==> config.mk <==
export PLATFORM = sky130hd
export DESIGN_NAME = jt51_pg_regs
export DESIGN_NICKNAME = d
export VERILOG_FILES = /design/src/rtl/jt51_pg_regs_pkg.sv /design/src/rtl/jt51_pg_regs_dly.sv /design/src/rtl/jt51_pg_regs.sv
export SDC_FILE = /design/constraint.sdc
export NUM_CORES = 1
export LEC_CHECK = 0
export CAP_MARGIN = 10
export CORE_ASPECT_RATIO = 1.75
export CORE_MARGIN = 8
export CORE_UTILIZATION = 50
export CTS_BUF_LIST = sky130_fd_sc_hd__clkbuf_8 sky130_fd_sc_hd__clkbuf_16
export DETAILED_ROUTE_END_ITERATION = 6
export PLACE_DENSITY = 0.78
export SETUP_SLACK_MARGIN = 0.2
export SLEW_MARGIN = 20
export SYNTH_ARGS = -nofsm -noshare
export SYNTH_HDL_FRONTEND = slang
export SYNTH_SLANG_ARGS = --single-unit
==> constraint.sdc <==
create_clock -name clk -period 3.4 [get_ports clk]
set_input_delay 0.34 -clock clk [delete_from_list [all_inputs] [get_ports clk]]
set_output_delay 0.34 -clock clk [all_outputs]
set_load 0.02 [all_outputs]
==> src/rtl/jt51_pg_regs_pkg.sv <==
// Shared constants and helpers for the phase-generator register feeder:
// register address map, slot groups and key-on bit mapping.
package jt51_pg_regs_pkg;

    localparam logic [7:0] KC_BASE     = 8'h28;
    localparam logic [7:0] KF_BASE     = 8'h30;
    localparam logic [7:0] PMS_BASE    = 8'h38;
    localparam logic [7:0] DT1MUL_BASE = 8'h40;
    localparam logic [7:0] DT2_BASE    = 8'hC0;

    // Operator groups occupy slot[4:3]
    localparam logic [1:0] GRP_M1 = 2'd0;
    localparam logic [1:0] GRP_M2 = 2'd1;
    localparam logic [1:0] GRP_C1 = 2'd2;
    localparam logic [1:0] GRP_C2 = 2'd3;

    typedef enum logic [2:0] {
        REG_NONE   = 3'd0,
        REG_KC     = 3'd1,
        REG_KF     = 3'd2,
        REG_PMS    = 3'd3,
        REG_DT1MUL = 3'd4,
        REG_DT2    = 3'd5,
        REG_KON    = 3'd6
    } reg_sel_e;

    // Classify a register address; anything unknown is accepted and ignored.
    function automatic reg_sel_e decode_addr(input logic [7:0] addr,
                                             input logic [7:0] kon_addr);
        reg_sel_e sel;
        if (addr == kon_addr) begin
            sel = REG_KON;
        end else if ((addr & 8'hF8) == KC_BASE) begin
            sel = REG_KC;
        end else if ((addr & 8'hF8) == KF_BASE) begin
            sel = REG_KF;
        end else if ((addr & 8'hF8) == PMS_BASE) begin
            sel = REG_PMS;
        end else if ((addr & 8'hE0) == DT1MUL_BASE) begin
            sel = REG_DT1MUL;
        end else if ((addr & 8'hE0) == DT2_BASE) begin
            sel = REG_DT2;
        end else begin
            sel = REG_NONE;
        end
        return sel;
    endfunction

    // Key-on data[6:3] is ordered M1,C1,M2,C2; result is indexed by group.
    function automatic logic [3:0] kon_to_groups(input logic [3:0] kon_bits);
        return {kon_bits[3], kon_bits[1], kon_bits[2], kon_bits[0]};
    endfunction

endpackage

==> src/rtl/jt51_pg_regs_dly.sv <==
// Clock-enabled shift-register delay line used to stage per-slot
// parameters to the pipeline step where they are consumed.
module jt51_pg_regs_dly #(
    parameter int WIDTH  = 1,
    parameter int STAGES = 1
) (
    input  logic             clk,
    input  logic             rst,
    input  logic             cen,
    input  logic [WIDTH-1:0] d,
    output logic [WIDTH-1:0] q
);

    logic [WIDTH-1:0] pipe_r [STAGES];

    // Shift one stage per cen; reset empties the whole line
    always_ff @(posedge clk) begin
        if (rst) begin
            for (int i = 0; i < STAGES; i++) begin
                pipe_r[i] <= '0;
            end
        end else if (cen) begin
            pipe_r[0] <= d;
            for (int i = 1; i < STAGES; i++) begin
                pipe_r[i] <= pipe_r[i-1];
            end
        end
    end

    assign q = pipe_r[STAGES-1];

endmodule

==> src/rtl/jt51_pg_regs.sv <==
// YM2151 phase-generator register feeder: captures CPU writes and streams
// the 32-slot parameters, each at the pipeline stage that consumes it.
module jt51_pg_regs
    import jt51_pg_regs_pkg::*;
#(
    parameter logic [7:0] KON_ADDR = 8'h08,
    parameter int         MUL_DLY  = 5
) (
    input  logic       clk,
    input  logic       rst,
    input  logic       cen,
    input  logic       wr_en,
    input  logic [7:0] wr_addr,
    input  logic [7:0] wr_data,
    output logic       wr_ready,
    output logic       zero,
    output logic [4:0] slot_I,
    output logic [6:0] kc_I,
    output logic [5:0] kf_I,
    output logic [2:0] pms_I,
    output logic [1:0] dt2_I,
    output logic [2:0] dt1_II,
    output logic [3:0] mul_VI,
    output logic       pg_rst_III
);

    // Per-channel and per-slot parameter storage
    logic [6:0] kc_r       [8];
    logic [5:0] kf_r       [8];
    logic [2:0] pms_r      [8];
    logic [2:0] dt1_r      [32];
    logic [3:0] mul_r      [32];
    logic [1:0] dt2_r      [32];
    logic       kon_r      [32];
    logic       kon_seen_r [32];

    logic       wr_ready_r;
    logic [7:0] hold_addr_r;
    logic [7:0] hold_data_r;
    logic [4:0] cnt_r;
    logic [2:0] dt1_i_r;
    logic [3:0] mul_i_r;
    logic       rise_i_r;

    reg_sel_e   sel_s;
    logic       accept_s;
    logic       commit_s;
    logic [4:0] cnt_nxt_s;
    logic [2:0] kon_ch_s;
    logic [3:0] kon_grp_s;
    logic       rise_s;

    // Decode of the held write and the slot about to enter stage I
    always_comb begin
        sel_s     = decode_addr(hold_addr_r, KON_ADDR);
        accept_s  = wr_en & wr_ready_r;
        commit_s  = ~wr_ready_r & cen;
        cnt_nxt_s = cnt_r + 5'd1;
        kon_ch_s  = hold_data_r[2:0];
        kon_grp_s = kon_to_groups(hold_data_r[6:3]);
        rise_s    = kon_r[cnt_nxt_s] & ~kon_seen_r[cnt_nxt_s];
    end

    // Holding register and commit into parameter storage
    always_ff @(posedge clk) begin
        if (rst) begin
            wr_ready_r  <= 1'b1;
            hold_addr_r <= 8'h00;
            hold_data_r <= 8'h00;
            for (int i = 0; i < 8; i++) begin
                kc_r[i]  <= 7'd0;
                kf_r[i]  <= 6'd0;
                pms_r[i] <= 3'd0;
            end
            for (int i = 0; i < 32; i++) begin
                dt1_r[i] <= 3'd0;
                mul_r[i] <= 4'd0;
                dt2_r[i] <= 2'd0;
                kon_r[i] <= 1'b0;
            end
        end else if (accept_s) begin
            hold_addr_r <= wr_addr;
            hold_data_r <= wr_data;
            wr_ready_r  <= 1'b0;
        end else if (commit_s) begin
            wr_ready_r <= 1'b1;
            case (sel_s)
                REG_KC:     kc_r[hold_addr_r[2:0]]  <= hold_data_r[6:0];
                REG_KF:     kf_r[hold_addr_r[2:0]]  <= hold_data_r[7:2];
                REG_PMS:    pms_r[hold_addr_r[2:0]] <= hold_data_r[6:4];
                REG_DT1MUL: begin
                    dt1_r[hold_addr_r[4:0]] <= hold_data_r[6:4];
                    mul_r[hold_addr_r[4:0]] <= hold_data_r[3:0];
                end
                REG_DT2:    dt2_r[hold_addr_r[4:0]] <= hold_data_r[7:6];
                REG_KON: begin
                    kon_r[{GRP_M1, kon_ch_s}] <= kon_grp_s[0];
                    kon_r[{GRP_M2, kon_ch_s}] <= kon_grp_s[1];
                    kon_r[{GRP_C1, kon_ch_s}] <= kon_grp_s[2];
                    kon_r[{GRP_C2, kon_ch_s}] <= kon_grp_s[3];
                end
                default: begin
                end
            endcase
        end
    end

    // Slot counter and stage-I read; storage reads see pre-commit values
    always_ff @(posedge clk) begin
        if (rst) begin
            cnt_r    <= 5'd0;
            slot_I   <= 5'd0;
            zero     <= 1'b1;
            kc_I     <= 7'd0;
            kf_I     <= 6'd0;
            pms_I    <= 3'd0;
            dt2_I    <= 2'd0;
            dt1_i_r  <= 3'd0;
            mul_i_r  <= 4'd0;
            rise_i_r <= 1'b0;
            for (int i = 0; i < 32; i++) begin
                kon_seen_r[i] <= 1'b0;
            end
        end else if (cen) begin
            cnt_r                 <= cnt_nxt_s;
            slot_I                <= cnt_nxt_s;
            zero                  <= (cnt_nxt_s == 5'd0);
            kc_I                  <= kc_r[cnt_nxt_s[2:0]];
            kf_I                  <= kf_r[cnt_nxt_s[2:0]];
            pms_I                 <= pms_r[cnt_nxt_s[2:0]];
            dt2_I                 <= dt2_r[cnt_nxt_s];
            dt1_i_r               <= dt1_r[cnt_nxt_s];
            mul_i_r               <= mul_r[cnt_nxt_s];
            rise_i_r              <= rise_s;
            kon_seen_r[cnt_nxt_s] <= kon_r[cnt_nxt_s];
        end
    end

    assign wr_ready = wr_ready_r;

    jt51_pg_regs_dly #(.WIDTH(3), .STAGES(1)) u_dt1_dly (
        .clk (clk),
        .rst (rst),
        .cen (cen),
        .d   (dt1_i_r),
        .q   (dt1_II)
    );

    jt51_pg_regs_dly #(.WIDTH(4), .STAGES(MUL_DLY)) u_mul_dly (
        .clk (clk),
        .rst (rst),
        .cen (cen),
        .d   (mul_i_r),
        .q   (mul_VI)
    );

    jt51_pg_regs_dly #(.WIDTH(1), .STAGES(2)) u_pg_rst_dly (
        .clk (clk),
        .rst (rst),
        .cen (cen),
        .d   (rise_i_r),
        .q   (pg_rst_III)
    );

endmodule

==> impl_metrics.py <==
metrics = {
    "run_status": {
        "status": "completed",
    },
    "worst_setup_path": {
        "crit_top_cell": "inv_1",
        "crit_path_start_kind": "flop",
        "slowest_stage": "dfxtp_4",
        "r2r_start": "cnt_r[0]$_SDFFE_PP0P_",
        "reg2reg_setup_slack_ps": 470,
        "crit_start": "cnt_r[0]$_SDFFE_PP0P_",
        "slowest_delay_ps": 450,
        "ff2ff_path_depth": 9,
        "crit_path_max_fanout": 31,
        "critPathKind": "flop to flop",
        "crit_chain": "inv_1 -> ha_4 -> buf_6 -> mux4_2 -> inv_1 -> o22ai_1 -> nor4_2 -> or2_1 -> nor2_1",
        "crit_arrival_ps": 3240,
        "cp-endpoint": "kon_seen_r[15]$_SDFFCE_PN0P_",
        "cp.required_ps": 3710,
        "cp-end-kind": "flop",
        "timing.rr.end": "kon_seen_r[15]$_SDFFCE_PN0P_",
    },
    "detailed_routing": {
        "dr_total_vias": 15188,
        "drt_pass1_iterations": 6,
        "drc": 0,
        "ant_nets": 0,
        "wire_per_inst_um": 23.7,
        "drtIter0Drc": 1446,
        "routed_via_density": 5.88,
        "routed_wirelength_mm": 61.3,
    },
    "floorplanning": {
        "die_height_um": 316,
        "core_area_sq_mm": 0.0512,
        "chipWidth_um": 187,
        "dieArea_sq_mm": 0.0592,
        "ioPinCount": 53,
        "num_rows": 110,
        "floorplan.initialDensity_pct": 50.2,
    },
    "pwr": {
        "internal_power_mw": 11.1,
        "powerDensity_mw_per_mm2": 507,
        "switching_power_mw": 3.25,
        "leakagePower_nw": 10.0,
        "seqPwrFrac_pct": 54.3,
        "combPwrFrac_pct": 8.4,
        "ir_worst_vdd_v": 0.000395,
        "power_frac_clock_pct": 37.3,
        "switching_share_pct": 22.6,
    },
    "clocking": {
        "path_clk_slew_ps": 80,
        "cts_buffers": 45,
        "cts_setup_buffers": 0,
        "numClockSinks": 554,
        "cts_buffer_depth": 3,
        "clk_latency_ps": 570,
        "tritoncts": "yes",
        "postCtsHoldBufs": 0,
        "h-tree-depth": 2,
        "ctsRootBufferMaster": "clkbuf_16",
    },
    "logic_synthesis": {
        "yosys_warnings": 0,
        "ys.flop_type": "edfxtp_1",
        "ys_ff_latch": 554,
        "yosysSeqAreaShare_pct": 62.8,
        "syn-mean-instance-area_sq_um": 13.8,
        "synth_edf_count": 505,
        "synth.cell_area_sq_mm": 0.0257,
        "ys_async_sr_fraction_pct": 0,
        "synthDistinctLibCells": 67,
        "syn_nets": 1893,
        "synth_cells": 1869,
    },
    "cells_and_area": {
        "fin_cells": 2584,
        "area_growth_pct": 10.4,
        "final_core_util_pct": 55.5,
        "fin_area_sq_mm": 0.0284,
        "diodes": 0,
        "layout_common_cells": "edfxtp_1 (505), and2_1 (340), nor2_1 (193)",
        "drive_gt1_share_pct": 16.6,
        "fin_nets": 1900,
        "final_common_cell": "edfxtp_1",
    },
    "global_route": {
        "overflow": 0,
        "grt_max_degree": 174,
        "grt_usage_pct": 20.6,
        "grt_antenna_before_repair": 0,
        "grt_pass1_wl_mm": 93.3,
        "grt_pass1_vias": 15891,
    },
    "sta": {
        "setup_violations": 0,
        "fin_crit_ps": 2930,
        "fin_skew_ps": 20.7,
        "drv_slew": 0,
        "finalCritPeriodShare_pct": 86.1,
        "worst_slew_pin_slew_ps": 899,
        "hold_slack_ps": 320,
        "setup_tns_ps": 0,
        "rsz0062_at_grt": "no",
        "hold_viol": 0,
        "relSlewSlack_pct": 40.0,
        "fmax_mhz": 342,
    },
    "place": {
        "dp_cells": 2501,
        "gp_congestion": 0.887,
        "place_hpwl_mm": 42.1,
        "io_buffers": 52,
        "place_area_sq_mm": 0.0269,
    },
    "flow_run": {
        "drv_cap": 0,
    },
    "hold_path": {
        "hold_class": "primary input to flop",
    },
}
[flip-flops by register name, summed over array words and instances, names as in the netlist, 3 cells and up]
signal / cells
mul_r: 128
dt1_r: 96
dt2_r: 64
kc_r: 56
kf_r: 48
kon_r: 32
kon_seen_r: 32
pms_r: 24
u_mul_dly.pipe_r: 20
hold_addr_r: 8
hold_data_r: 8
kc_I: 7
kf_I: 6
cnt_r: 5
mul_i_r: 4
dt1_i_r: 3
pms_I: 3
u_dt1_dly.pipe_r: 3
[cells in the mapped netlist (19+ instances only)]
library cell / count / share of area [%]
or2_2: 37 / 0.90
edfxtp_1: 505 / 59
o21bai_1: 62 / 1.8
nand2_1: 75 / 1.1
nor2_1: 194 / 2.8
mux4_2: 119 / 10
and2_1: 340 / 8.3
a21oi_1: 31 / 0.60
nor2b_1: 19 / 0.46
buf_2: 20 / 0.39
and3_1: 50 / 1.2
clkbuf_1: 109 / 1.6
dfxtp_1: 49 / 3.8
inv_1: 23 / 0.34
[critical path, delay by kind of cell, from the launching register on]
family,cells,cell delay (ps)
buffers and inverters,3,570
adders and majority gates,1,420
muxes,1,360
and+or+nand+nor,3,780
AOI/OAI and AO/OA,1,90
DFF,1,450
[layer usage]
metal | global-route usage (%) | vias up | wire length (um)
li1 | - | 6793 | -
met1 | 21.6 | 7502 | 20300
met2 | 38.3 | 696 | 32600
met3 | 2.49 | 197 | 3840
met4 | 13.8 | 0 | 4530
met5 | 0 | - | 0
[per-stage QoR]
stage,setup slack (ps),power (mW)
after floorplan,205,8.75
after global placement,398,9.13
after detailed placement,358,9.18
after CTS,330,14.5
after global routing,291,14.8
final,472,14.4
[layout make-up]
type                       count  area, sq um
fill                        3964        22800
sequential                   554        16200
multi-input combinational   1130         8730
clock buffer                  51         1250
timing repair buffer         117         1040
tap                          672          841
clock inverter                32          268
inverter                      28          105
[power groups by stage]
| stage | registers [mW] | logic (mW) | clock network [mW] |
|---|---|---|---|
| floorplan | 7.89 | 0.863 | 0 |
| global placement | 7.94 | 1.19 | 0 |
| detailed placement | 7.96 | 1.21 | 0 |
| CTS | 7.81 | 1.22 | 5.44 |
| global route | 7.84 | 1.29 | 5.66 |
| finish | 7.81 | 1.21 | 5.37 |
[how the worst min path moves through the flow]
stage	end	startpoint	cells past startpoint	slack (ps)
after detailed placement	zero$_SDFFE_PP1P_	zero$_SDFFE_PP1P_	1	460
after global routing	rise_i_r$_SDFFE_PP0P_	cen	5	310
after global placement	zero$_SDFFE_PP1P_	zero$_SDFFE_PP1P_	1	450
after CTS	cnt_r[0]$_SDFFE_PP0P_	cen	5	290
after floorplan	dt1_i_r[0]$_SDFFE_PP0P_	dt1_i_r[0]$_SDFFE_PP0P_	1	440
final	cnt_r[0]$_SDFFE_PP0P_	cen	5	320
[cell families (layout without fill, tap and decap cells)]
kind of cell / after synthesis / in the layout / share of synthesized area, %
buffers and inverters: 185 / 228 / 3.36
XOR/XNOR: 5 / 5 / 0.170
AND/OR/NAND/NOR: 802 / 802 / 17.0
AO/OA/AOI/OAI: 181 / 181 / 5.26
multiplexers: 138 / 138 / 11.2
flip-flops: 554 / 554 / 62.8
adder cells (fa/ha/maj): 4 / 4 / 0.195
[timing repair]
item                                   CTS  global route
setup endpoints to repair                0            15
resized for setup                        0             1
endpoints found under the hold margin    0             0
(Power assumes the default switching activity.)
